### config.mk
export PLATFORM = sky130hd
export DESIGN_NAME = pipe_stage_skid
export DESIGN_NICKNAME = d
export VERILOG_FILES = /design/src/rtl/pipe_stage_skid.sv
export SDC_FILE = /design/constraint.sdc
export NUM_CORES = 1
export LEC_CHECK = 0
export BUFFER_PORTS_ARGS = -buffer_cell sky130_fd_sc_hd__buf_2
export CAP_MARGIN = 40
export CORE_AREA = 2 2 123 113
export CTS_CLUSTER_SIZE = 14
export DETAILED_ROUTE_END_ITERATION = 10
export DIE_AREA = 0 0 125 115
export PLACE_DENSITY = 0.84
export SYNTH_ARGS = -nofsm -noshare
export SYNTH_HDL_FRONTEND = slang
export SYNTH_SLANG_ARGS = --single-unit
### constraint.sdc
create_clock -name clk -period 6.5 [get_ports clk]
set_input_delay 1.3 -clock clk [delete_from_list [all_inputs] [get_ports clk]]
set_output_delay 1.3 -clock clk [all_outputs]
set_load 0.005 [all_outputs]
### src/rtl/pipe_stage_skid.sv
// Valid/ready pipeline stage with a one-entry skid buffer, synchronous flush,
// occupancy reporting and a saturating downstream-stall counter.
module pipe_stage_skid #(
  parameter int unsigned WIDTH             = 32,
  parameter int unsigned LANES             = 2,
  parameter bit          FLUSH_CLEARS_DATA = 1'b1,
  parameter int unsigned CNT_W             = 16
) (
  input  logic                     clk,
  input  logic                     reset,
  input  logic                     flush,
  input  logic                     in_valid,
  output logic                     in_ready,
  input  logic [LANES*WIDTH-1:0]   in_data,
  output logic                     out_valid,
  input  logic                     out_ready,
  output logic [LANES*WIDTH-1:0]   out_data,
  output logic [1:0]               occupancy,
  output logic [CNT_W-1:0]         stall_cnt
);

  localparam int unsigned DW = LANES * WIDTH;

  typedef enum logic [1:0] {
    ST_EMPTY = 2'd0,
    ST_ONE   = 2'd1,
    ST_FULL  = 2'd2
  } state_t;

  state_t           r_state;
  logic [DW-1:0]    r_main;
  logic [DW-1:0]    r_skid;
  logic             r_in_ready;
  logic             r_out_valid;
  logic [1:0]       r_occ;
  logic [CNT_W-1:0] r_stall;

  logic w_in_fire;
  logic w_out_fire;
  logic w_stalled;

  assign w_in_fire  = in_valid & r_in_ready;
  assign w_out_fire = r_out_valid & out_ready;
  assign w_stalled  = r_out_valid & ~out_ready;

  // in_ready is purely a function of registered state, so out_ready never reaches it combinationally.
  always_ff @(posedge clk or posedge reset) begin
    if (reset) begin
      r_state     <= ST_EMPTY;
      r_main      <= '0;
      r_skid      <= '0;
      r_in_ready  <= 1'b1;
      r_out_valid <= 1'b0;
      r_occ       <= 2'd0;
      r_stall     <= '0;
    end else begin
      if (w_stalled && (r_stall != {CNT_W{1'b1}})) begin
        r_stall <= r_stall + CNT_W'(1);
      end

      if (flush) begin
        r_state     <= ST_EMPTY;
        r_in_ready  <= 1'b1;
        r_out_valid <= 1'b0;
        r_occ       <= 2'd0;
        if (FLUSH_CLEARS_DATA) begin
          r_main <= '0;
          r_skid <= '0;
        end
      end else begin
        case (r_state)
          ST_EMPTY: begin
            if (w_in_fire) begin
              r_state     <= ST_ONE;
              r_main      <= in_data;
              r_out_valid <= 1'b1;
              r_in_ready  <= 1'b1;
              r_occ       <= 2'd1;
            end
          end
          ST_ONE: begin
            if (w_in_fire && w_out_fire) begin
              r_main <= in_data;
            end else if (w_in_fire) begin
              // Downstream stalled: park the extra beat and close the input.
              r_state    <= ST_FULL;
              r_skid     <= in_data;
              r_in_ready <= 1'b0;
              r_occ      <= 2'd2;
            end else if (w_out_fire) begin
              r_state     <= ST_EMPTY;
              r_out_valid <= 1'b0;
              r_occ       <= 2'd0;
            end
          end
          ST_FULL: begin
            if (w_out_fire) begin
              r_state    <= ST_ONE;
              r_main     <= r_skid;
              r_in_ready <= 1'b1;
              r_occ      <= 2'd1;
            end
          end
          default: begin
            r_state     <= ST_EMPTY;
            r_in_ready  <= 1'b1;
            r_out_valid <= 1'b0;
            r_occ       <= 2'd0;
          end
        endcase
      end
    end
  end

  assign in_ready  = r_in_ready;
  assign out_valid = r_out_valid;
  assign out_data  = r_main;
  assign occupancy = r_occ;
  assign stall_cnt = r_stall;

endmodule

# After elaboration in Yosys (flattened, before gate mapping)
# Index checks and enable logic that the tools add are counted.
[totals]
ram_bits = 0
rom_bits = 0
n_memories = 0
latch_bits = 0
output_inout_bits = 84
inputBits = 69
regBits = 148
[op_classes]
n_reduce_logical = 11
magnitude_cmp = 0
bitwise_logic = 4
div_mod_pow = 0
muxes = 26
n_mul = 0
n_shift = 0
addsub = 1
n_eq_ne = 13
[ops]
columns = ["operator", "n"]
rows = [
  ["2-to-1 mux 64 bit", 7],
  ["one-hot mux 64 bit (3 select lines)", 1],
  ["!= test 3 bit, second input constant", 7],
  ["adder 16 x 1 -> 16 bit, second input constant", 1],
  ["!= test 16 bit, second input constant", 1],
  ["2-to-1 mux 2 bit", 6],
  ["AND reduction 4 bit", 3],
  ["2-to-1 mux 1 bit", 9],
  ["one-hot mux 1 bit (3 select lines)", 2],
  ["one-hot mux 2 bit (3 select lines)", 1],
  ["AND reduction 5 bit", 1],
  ["!= test 2 bit, second input constant", 2],
  ["!= test 4 bit, second input constant", 1],
  ["nonzero test 2 bit", 2],
  ["nonzero test 4 bit", 1],
  ["bitwise AND 1 bit", 3],
  ["AND reduction 3 bit", 1],
  ["equality test 2 x 1 -> 1 bit, second input constant", 1],
  ["equality test 2 bit, second input constant", 1],
  ["logical AND 1 bit", 2],
  ["zero test 2 bit", 1],
  ["NOT 1 bit", 1],
]

# Longest topological paths before layout
# Gate-level depths: netlist (run 1).
[logic_depth]
word_depth = 6
ltp_mapped = 7
depth_no_buf = 5

# Least setup slack after synthesis (run 1)
# OpenSTA, ideal clock, no wires.
[synth_timing]
path_type = "input port to flip-flop"
from = "input flush"
to = "register r_main[0], in the netlist out_data[0]"
path_stages = 5
setup_ps = 125
n_path_buf = 3
arrival_time_ps = 2415
slack_ps = 3960
cell_sequence = "clkbuf_1 -> or3_1 -> buf_6 -> buf_12 -> mux2_4"
[synth_via]
elab_chain_cells = 2
word_cells_on_any_way = 6
[synth_rtl]
columns = ["element", "line", "rtl"]
rows = [
  ["start, declared", "11", "input logic flush,"],
  ["!= test 3 bit (no line) or nonzero test 4 bit (tied branches)", "--", ""],
  ["AND reduction 4 bit (no line)", "--", ""],
  ["end signal, assigned", "75", "r_main <= in_data;"],
  ["end signal, assigned", "83", "r_main <= in_data;"],
  ["end signal, assigned", "99", "r_main <= r_skid;"],
  ["end, declared", "31", "logic [DW-1:0] r_main;"],
]
# Parallel ways exist; a longest one is shown, timed or not.
# A chain may end at the register's enable or synchronous reset.

# Final worst setup path (run 1)
[layout_timing]
from = "input flush"
to = "register r_main[19], in the netlist out_data[19]"
# The elaborated chain is that of the path after synthesis.

==> out/metrics.yaml, run 1 <==
finalSetupViolations: 0
ant_nets: 0
tightestPinTransition_ps: 844.7
cts_hold_buf: 0
yosysMostFrequentCell: "nand2_1"
cp-start-kind: "primary input"
grt_max_degree: 95
cts_tree: "yes"
fin_crit_sh_pct: 49.16
drt_iter0_markers: 586
ys_warn_count: 0
critPathTopFamily: "buffers and inverters"
ctsResizeCount: 0
synth_area_leaders: "dfrtp_1 52%, nand2_1 14%, mux2_4 13%"
vias_per_cell: 5.508
crit_path_max_incr_delay_ps: 660
cp_num_buf_inv: 2
dr.pass1.iters: 5
clk_latency_ps: 430
synthCells: 731
die_y_microns: 115
numCtsBuffers: 17
syn-num-nets: 801
status: "finished clean"
timing.setup.tns_ps: 0
layout.nets: 927
dp_hpwl_mm: 10.59
grt_pass1_vias: 5442
netlist_area_sq_um: 7119
place.gp.congestion: 0.9182
htreeDepth: 4
drive_gt1_share_pct: 31.03
ys_types: 38
cp.required_ps: 6820
use_met3_pct: 4.839
cp_cell_sequence: "buf_4 > or3_4 > buf_4 > mux2_2"
worst_clock_skew_ps: 9.480
io_buffers: 152
synth_top_area_share_pct: 51.67
top_usage_layer: "met2"
criticalPathCategory: "in2reg"
relSlewSlack_pct: 43.69
syn_area_per_cell_sq_um: 9.739
worst-path-max-fanout: 63
rsz0062_at_grt: "no"
max_freq_mhz: 313.0
fin_util_pct: 64.33
cts_max_path_buffers: 2
met2_usage_pct: 40.00
grt_usage_pct: 24.72
antenna_found_initial: 0
vdd_drop_max_v: 0.0001841
num_rows: 40
min_path_type: "reg2reg"
synth_edf_count: 0
die_x_microns: 125
fin_area_sq_um: 8436
die_area_sq_um: 14380
wl_per_cell_microns: 16.52
final_hold_viol_count: 0
powerDensity_nw_per_um2: 298.9
cts_root_buf: "clkbuf_16"
synth_commonest_cells: "264 x nand2_1, 147 x dfrtp_1, 134 x a21oi_1"
critPathSlowestCell: "buf_4"
clkTransAtPathRegs_ps: 60
use_met1_pct: 32.55
grt_pass1_wl_mm: 27.96
overflow: 0
n_antenna_cell: 0
cpMostUsedCell: "buf_4"
arrival_ps: 3510
slew_violations: 0
post_dp_cell_area_sq_um: 7858
cap_violations: 0
postCtsSetupBuffers: 0
async_flop_share_pct: 100.0
area_growth_syn_to_layout_pct: 18.49
coreArea_sq_um: 13110
seq_area_frac_synth_pct: 52.04
end_kind: "flip-flop"
totalWireLength_mm: 17.15
ys.flop_type: "dfrtp_1"
drc_errors: 0
ys_ff_latch: 148
num_vias: 5717
synth_top_area_cell: "dfrtp_1"
power_leakage_uw: 0.004252
initial_core_util_pct: 54.29
cts.sinks: 148
fin_crit_ps: 3195
num_io_pins: 153
worst paths after layout:
| kind | startpoint | to | slack (ps) | cells after the start |
|---|---|---|---|---|
| worst min-delay path | out_data[0] | out_data[0] | 500 | 1 |
| max in group asynchronous | reset | r_skid[31] | 4210 | 3 |
| worst max register to register | in_ready | out_data[19] | 3910 | 5 |
| worst min register to register | out_data[0] | out_data[0] | 500 | 1 |
| worst max-delay path | flush | out_data[19] | 3300 | 4 |
| min in group asynchronous | reset | out_data[21] | 1040 | 2 |
stage by stage:
| stage | total power [uW] | hold WS (ps) | worst slack [ps] | cells |
|---|---|---|---|---|
| CTS | 2540 | 506.3 | 3319 | 1038 |
| finish | 2521 | 503.3 | 3305 | 1038 |
| floorplan | 1420 | 484.4 | 1222 | 731 |
| global placement | 1559 | 481.1 | 2906 | 1006 |
| global route | 2634 | 523.0 | 3203 | 1038 |
| detailed placement | 1576 | 487.4 | 2860 | 1006 |
layer usage:
| layer | vias to the layer above | share of wire, % |
|---|---|---|
| li1 | 2676 | - |
| met5 | - | 0 |
| met4 | 0 | 2.7 |
| met2 | 205 | 49 |
| met3 | 30 | 5.4 |
| met1 | 2806 | 43 |
cells by family after synthesis:
logic type	Yosys count	synth area share [%]
compound gates	141	10.14
buf+inv	54	4.499
mux	66	13.60
xor+xnor	13	1.599
flops	148	52.04
simple gates	308	17.94
fa+ha+maj	1	0.1757
sequential cells by signal, indices dropped and copies added (netlist names):
| signal | count |
|---|---|
| in_ready | 1 |
| occupancy | 2 |
| out_data | 64 |
| out_valid | 1 |
| r_skid | 64 |
| stall_cnt | 16 |
power breakdown:
group          switching (uW)  leakage [uW]  internal (uW)
Combinational             235       0.00199            222
Sequential               81.8       0.00197           1020
Clock                     373      0.000292            589
Total                     689       0.00425           1830
layout make-up:
class | instances | area, sq um
clock buffer | 21 | 470.5
clock inverter | 11 | 107.6
fill | 1052 | 4677
inverter | 2 | 12.51
multi-input combinational | 529 | 3114
sequential | 148 | 3705
tap | 168 | 210.2
timing repair buffer | 159 | 815.8
worst reg2reg max path, stage by stage (launching register included):
cell and delay [ps]:
dfstp_2 590, nand3b_1 110, a21oi_1 190, or3_4 460, buf_4 670, mux2_2 470
placed cells by master (no fill, tap or decap), types with 6 or more instances in the layout:
| master | instances |
|---|---|
| nand2_1 | 264 |
| buf_2 | 151 |
| dfrtp_1 | 147 |
| a21oi_1 | 134 |
| mux2_4 | 60 |
| clkbuf_16 | 17 |
| xor2_1 | 10 |
| nand3_1 | 8 |
| clkinv_2 | 8 |
| buf_4 | 8 |
| nor4_1 | 6 |
| mux2_2 | 6 |
Power figures use the tool's default switching activity.
==> inputs of run 2 (changes only) <==
- CORE_AREA: 2 2 123 113 -> 2 2 131 120
- DIE_AREA: 0 0 125 115 -> 0 0 133 122
- PLACE_DENSITY: 0.84 -> 0.78
- clock period: 6.5 -> 2.7 ns (I/O delays scaled with it)
==> out/metrics.yaml, run 2 (synthesis gave the netlist of run 1 again) <==
fin_util_pct: 57.15  # -7.2 points
finalSetupViolations: 0  # unchanged
post-place-ws_ps: 566.9  # -2293 ps
totalWireLength_mm: 16.78  # -2.2%
fin_crit_sh_pct: 74.45
layout.nets: 931  # +0.43%
cts_max_path_buffers: 2  # unchanged
numCtsBuffers: 17  # unchanged
area_growth_syn_to_layout_pct: 20.49
drc_errors: 0  # unchanged
cts_hold_buf: 0  # unchanged
min_path_type: "in2async"
ctsResizeCount: 0  # unchanged
vias_per_cell: 5.301  # -3.8%
grt_usage_pct: 21.23  # -3.5 points
grt_max_degree: 133  # +40%
criticalPathCategory: "reg2reg"
fin_crit_ps: 2010
rsz0062_at_grt: "no"
wl_per_cell_microns: 15.59  # -5.6%
drt_iter0_markers: 424  # -28%
tightestPinTransition_ps: 670.0  # -174.7 ps
num_rows: 43  # +7.5%
end_kind: "flip-flop"
grt_pass1_vias: 5421  # -0.39%
fillerInstances: 1272  # +21%
num_vias: 5704  # -0.23%
clk_latency_ps: 420  # about the same
worst_clock_skew_ps: 10.27  # +0.7896 ps
dr.pass1.iters: 5  # unchanged
htreeDepth: 4  # unchanged
drive_gt1_share_pct: 31.46  # +0.43 points
place.gp.congestion: 0.8210  # -11%
ant_nets: 0  # unchanged
worstRegToRegCells: 5  # unchanged
max_freq_mhz: 497.5
final_cell_mix: "264 x nand2_1, 151 x buf_2, 147 x dfrtp_1"
slew_violations: 0  # unchanged
dp_hpwl_mm: 10.33  # -2.4%
worst-path-max-fanout: 43  # -32%
rrSetupSlack_ps: 690  # -3220 ps
status: "finished clean"
coreArea_sq_um: 15010  # +14%
die_area_sq_um: 16230  # +13%
cap_violations: 0  # unchanged
final_common_cell: "nand2_1"
num_io_pins: 153  # unchanged
arrival_ps: 2280  # -1230 ps
cts_root_buf: "clkbuf_16"
power_leakage_uw: 0.004283  # +0.73%
timing.setup.tns_ps: 0  # unchanged
reg2reg_from: "in_ready"
vdd_drop_max_v: 0.0004408  # +140%
relSlewSlack_pct: 55.34  # +12 points
grt_pass1_wl_mm: 27.39  # -2.0%
cts.sinks: 148  # unchanged
fin_area_sq_um: 8578  # +1.7%
post_dp_cell_area_sq_um: 8016  # +2.0%
overflow: 0  # unchanged
io_buffers: 152  # unchanged
postCtsSetupBuffers: 0  # unchanged
cp-start-kind: "flip-flop"
antenna_found_initial: 0  # unchanged
final_hold_viol_count: 0  # unchanged
r2r_end: "r_skid[22]"
cp.required_ps: 2970  # -3850 ps
clkTransAtPathRegs_ps: 60  # about the same
initial_core_util_pct: 47.43  # -6.9 points
n_antenna_cell: 0  # unchanged
postLayoutSetupSlackWorst_ps: 690.0  # -2615 ps
die_y_microns: 122  # +6.1%
die_x_microns: 133  # +6.4%
cts_tree: "yes"
powerDensity_nw_per_um2: 702.1  # +130%
-- run 2: cell count changes in the layout (fill, tap and decap cells not counted), sizes merged --
cell	before	now
inv	2	11
buf	159	163
bufinv	2	0
clkinv	8	3
clkbuf	21	17
clkinvlp	1	3
-- run 2: cell type report --
cell class / count / area [sq um] / area share [%]
Inverter: 2 / 11.26 / 0.1313
Sequential cell: 148 / 3705 / 43.19
Clock inverter: 15 / 136.4 / 1.590
Tap cell: 202 / 252.7 / 2.946
Multi-Input combinational cell: 529 / 3114 / 36.30
Timing Repair Buffer: 163 / 933.4 / 10.88
Clock buffer: 17 / 425.4 / 4.959
-- run 2: worst max-delay path by stage --
| stage | slack [ps] | to | start | cells past startpoint |
|---|---|---|---|---|
| 6_report | 690 | r_skid[22] | in_ready | 5 |
| 5_1_grt | 570 | stall_cnt[1] | stall_cnt[0] | 5 |
| 3_5_place_dp | 570 | out_data[20] | out_ready | 6 |
| 4_1_cts | 680 | r_skid[22] | in_ready | 5 |
| 3_3_place_gp | 580 | out_data[20] | out_ready | 6 |
| 2_1_floorplan | 300 | occupancy[0] | reset | 1 |
-- run 2: critical path, stage by stage, from the launching register on --
cell and delay (ps):
dfstp_2 590, and3b_2 250, nand3_2 440, buf_12 370, nand2_1 100, a21oi_1 80
-- run 2: power by group --
| part | switching [uW] | internal, uW | total, uW |
|---|---|---|---|
| registers | 188 | 2460 | 2650 |
| logic | 568 | 563 | 1130 |
| clock network | 1030 | 1220 | 2250 |
| total | 1790 | 4240 | 6020 |
-- run 2: stage by stage --
step	total power, uW	instances	hold slack (ps)
floorplan	3420	731	484.4
global placement	3791	1044	480.4
detailed placement	3825	1044	474.6
CTS	6097	1076	237.7
global route	6329	1076	269.3
finish	6023	1076	247.5
-- run 2: per-layer routing --
layer | global-route usage, % | up-vias | wire [microns]
li1 | - | 2695 | -
met2 | 32.97 | 157 | 7974
met1 | 29.08 | 2827 | 7607
met5 | 0 | - | 0
met4 | 7.661 | 0 | 338
met3 | 5.327 | 25 | 857
==> inputs of run 3 (changes only) <==
- ABC_AREA: not set -> 1
- CORE_AREA: 2 2 131 120 -> 2 2 127 117
- DIE_AREA: 0 0 133 122 -> 0 0 129 119
- PLACE_DENSITY: 0.78 -> 0.79
- clock period: 2.7 -> 1.8 ns (I/O delays scaled with it)
==> out/metrics.yaml, run 3 <==
synth_top_area_share_pct: 54.36  # +2.7 points
dp.cells: 1168  # +12%
internal_power_uw: 8392  # +98%
num_rows: 42  # -2.3%
clkTransAtPathRegs_ps: 60  # about the same
async_flop_share_pct: 100.0  # unchanged
num_vias: 6036  # +5.8%
grt_usage_pct: 21.98  # +0.75 points
swShare_pct: 33.20  # +3.6 points
finalSetupViolations: 0  # unchanged
totalWireLength_mm: 16.27  # -3.0%
relSlewSlack_pct: 69.19  # +14 points
netlist_area_sq_um: 6766  # -5.0%
layout.nets: 1060  # +14%
ys.flop_type: "dfrtp_1"
dp_hpwl_mm: 10.60  # +2.6%
overflow: 0  # unchanged
fin_crit_ps: 1651  # -358.7 ps
synth_edf_count: 0  # unchanged
rsz0062_at_grt: "no"
postCtsSetupBuffers: 0  # unchanged
arrival_ps: 1930  # -350 ps
worst-path-max-fanout: 38  # -12%
yosysMostFrequentCell: "nand2_1"
fillerInstances: 1289  # +1.3%
final_common_cell: "nand2_1"
criticalPathCategory: "reg2reg"
max_freq_mhz: 605.6  # +22%
final_cell_mix: "321 x nand2_1, 152 x buf_2, 147 x dfrtp_1"
htreeDepth: 4  # unchanged
synth_top_area_cell: "dfrtp_1"
regArea_sq_um: 3705  # unchanged
status: "finished clean"
drt_iter0_markers: 539  # +27%
die_y_microns: 119  # -2.5%
wl_per_cell_microns: 13.55  # -13%
p_total_uw: 12560  # +110%
power_leakage_uw: 0.004434  # +3.5%
fin_crit_sh_pct: 91.74  # +17 points
cts_tree: "yes"
io_buffers: 152  # unchanged
cpMostUsedCell: "nand2_1"
ys_types: 29  # -24%
final_cells: 1201  # +12%
cts_root_buf: "clkbuf_16"
powerDensity_nw_per_um2: 1491  # +110%
die_area_sq_um: 15350  # -5.4%
rrSetupSlack_ps: 150  # -540 ps
cts.sinks: 148  # unchanged
area_growth_syn_to_layout_pct: 24.52
drc_errors: 0  # unchanged
tightestPinTransition_ps: 461.7  # -208.3 ps
num_io_pins: 153  # unchanged
ys_ff_latch: 148  # unchanged
dr.pass1.iters: 4  # -1
coreArea_sq_um: 14240  # -5.1%
synth_commonest_cells: "322 x nand2_1, 147 x dfrtp_1, 135 x o21ai_0"
syn_area_per_cell_sq_um: 7.989  # -18%
clk_latency_ps: 420  # about the same
grt_max_degree: 78  # -41%
pwr-share-seq_pct: 39.2  # -4.7 points
drive_gt1_share_pct: 21.46  # -10 points
clkPwrFrac_pct: 31.0  # -6.3 points
hold_ws_ps: 182.6  # -64.86 ps
slew_violations: 0  # unchanged
syn-num-nets: 917  # +14%
cp-start-kind: "flip-flop"
final_hold_viol_count: 0  # unchanged
cp.required_ps: 2080  # -890 ps
die_x_microns: 129  # -3.0%
vdd_drop_max_v: 0.0009557  # +120%
grt_pass1_wl_mm: 26.90  # -1.8%
cp_cell_sequence: "nand2_1 > nor2_4 > nand3_1 > nand2_2 > inv_2 > buf_4 > nand2_1 > o21ai_0"
worstHoldPathCells: 3
place.gp.congestion: 0.8441  # +2.8%
ant_nets: 0  # unchanged
crit_path_max_incr_delay_ps: 530  # -60 ps
synth_area_leaders: "dfrtp_1 54%, nand2_1 18%, o21ai_0 10%"
netSwitchingPower_uw: 4171  # +130%
ys_warn_count: 0  # unchanged
worstRegToRegCells: 8  # +3
numCtsBuffers: 17  # unchanged
antenna_found_initial: 1  # +1
initial_core_util_pct: 47.51  # +0.085 points
seq_area_frac_synth_pct: 54.75  # +2.7 points
multi_input_area_sq_um: 2668  # -14%
synthCells: 847  # +16%
vias_per_cell: 5.026  # -5.2%
end_kind: "flip-flop"
min_path_type: "in2reg"
grt_pass1_vias: 5618  # +3.6%
power_frac_comb_pct: 29.8  # +11 points
critPathSlowestCell: "dfstp_2"
cts_max_path_buffers: 2  # unchanged
worst_clock_skew_ps: 8.324  # -1.946 ps
cap_violations: 0  # unchanged
run 3: what timing repair did:
| action | in CTS | in global routing |
|---|---|---|
| endpoints found under the setup margin | 0 | 3 |
| hold buffers | 1 | 0 |
| hold endpoints to repair | 2 | 0 |
| gates resized for setup | 0 | 1 |
run 3: cells by family (layout without fill, tap and decap cells):
kind of cell	after synthesis	count (layout)	share of synthesized area, %
buf+inv	87	242	5.935
compound gates	167	167	12.76
flops	148	148	54.75
xor+xnor	7	7	0.9061
other cells	0	1	0
simple gates	437	437	25.46
fa+ha+maj	1	1	0.1849
run 3: critical path, delay by kind of cell (launching register included):
family | cells | cell delay [ps]
AND/OR/NAND/NOR | 5 | 610
buffers and inverters | 2 | 290
flip-flops | 1 | 530
AO/OA/AOI/OAI | 1 | 80
run 3: path summary, 6_finish.rpt:
| kind | from | end |
|---|---|---|
| max in group asynchronous | reset | in_ready |
| hold / removal | in_data[15] | r_skid[15] |
| setup / recovery | in_ready | r_skid[46] |
| setup reg to reg | in_ready | r_skid[46] |
| hold reg to reg | r_skid[56] | r_skid[56] |
| min in group asynchronous | reset | stall_cnt[14] |
run 3: routing by layer:
layer / up-vias / global-route usage [%] / part of all wire [%]
met5: - / 0 / 0
met4: 0 / 7.337 / 1.0
met3: 15 / 5.975 / 6.6
met2: 186 / 32.77 / 46
met1: 2827 / 31.18 / 47
li1: 3008 / - / -
run 3: per-stage QoR:
| stage | setup TNS, ps | utilization [%] | area [sq um] | setup WS, ps |
|---|---|---|---|---|
| after detailed placement | 0 | 54.52 | 7765 | 84.37 |
| after global routing | 0 | 59.15 | 8423 | 13.16 |
| after floorplan | -61770 | - | 6770 | -420.2 |
| after global placement | 0 | 54.52 | 7765 | 191.5 |
| after CTS | 0 | 59.12 | 8419 | 88.18 |
| final | 0 | 59.16 | 8426 | 148.7 |
run 3: power by group through the flow:
stage / clock network, uW / registers [uW] / logic, uW
detailed placement: 0 / 4960 / 3760
finish: 3890 / 4930 / 3740
global route: 4100 / 5050 / 4270
CTS: 3950 / 4930 / 3780
global placement: 0 / 4940 / 3690
floorplan: 0 / 4970 / 2120
run 3: cell type report:
type,count,area share (%)
antenna,1,0.02970
clock buffer,20,5.183
clock inverter,11,2.465
inverter,38,1.737
multi-input combinational,612,31.66
sequential,148,43.97
tap,198,2.940
timing repair buffer,173,12.01
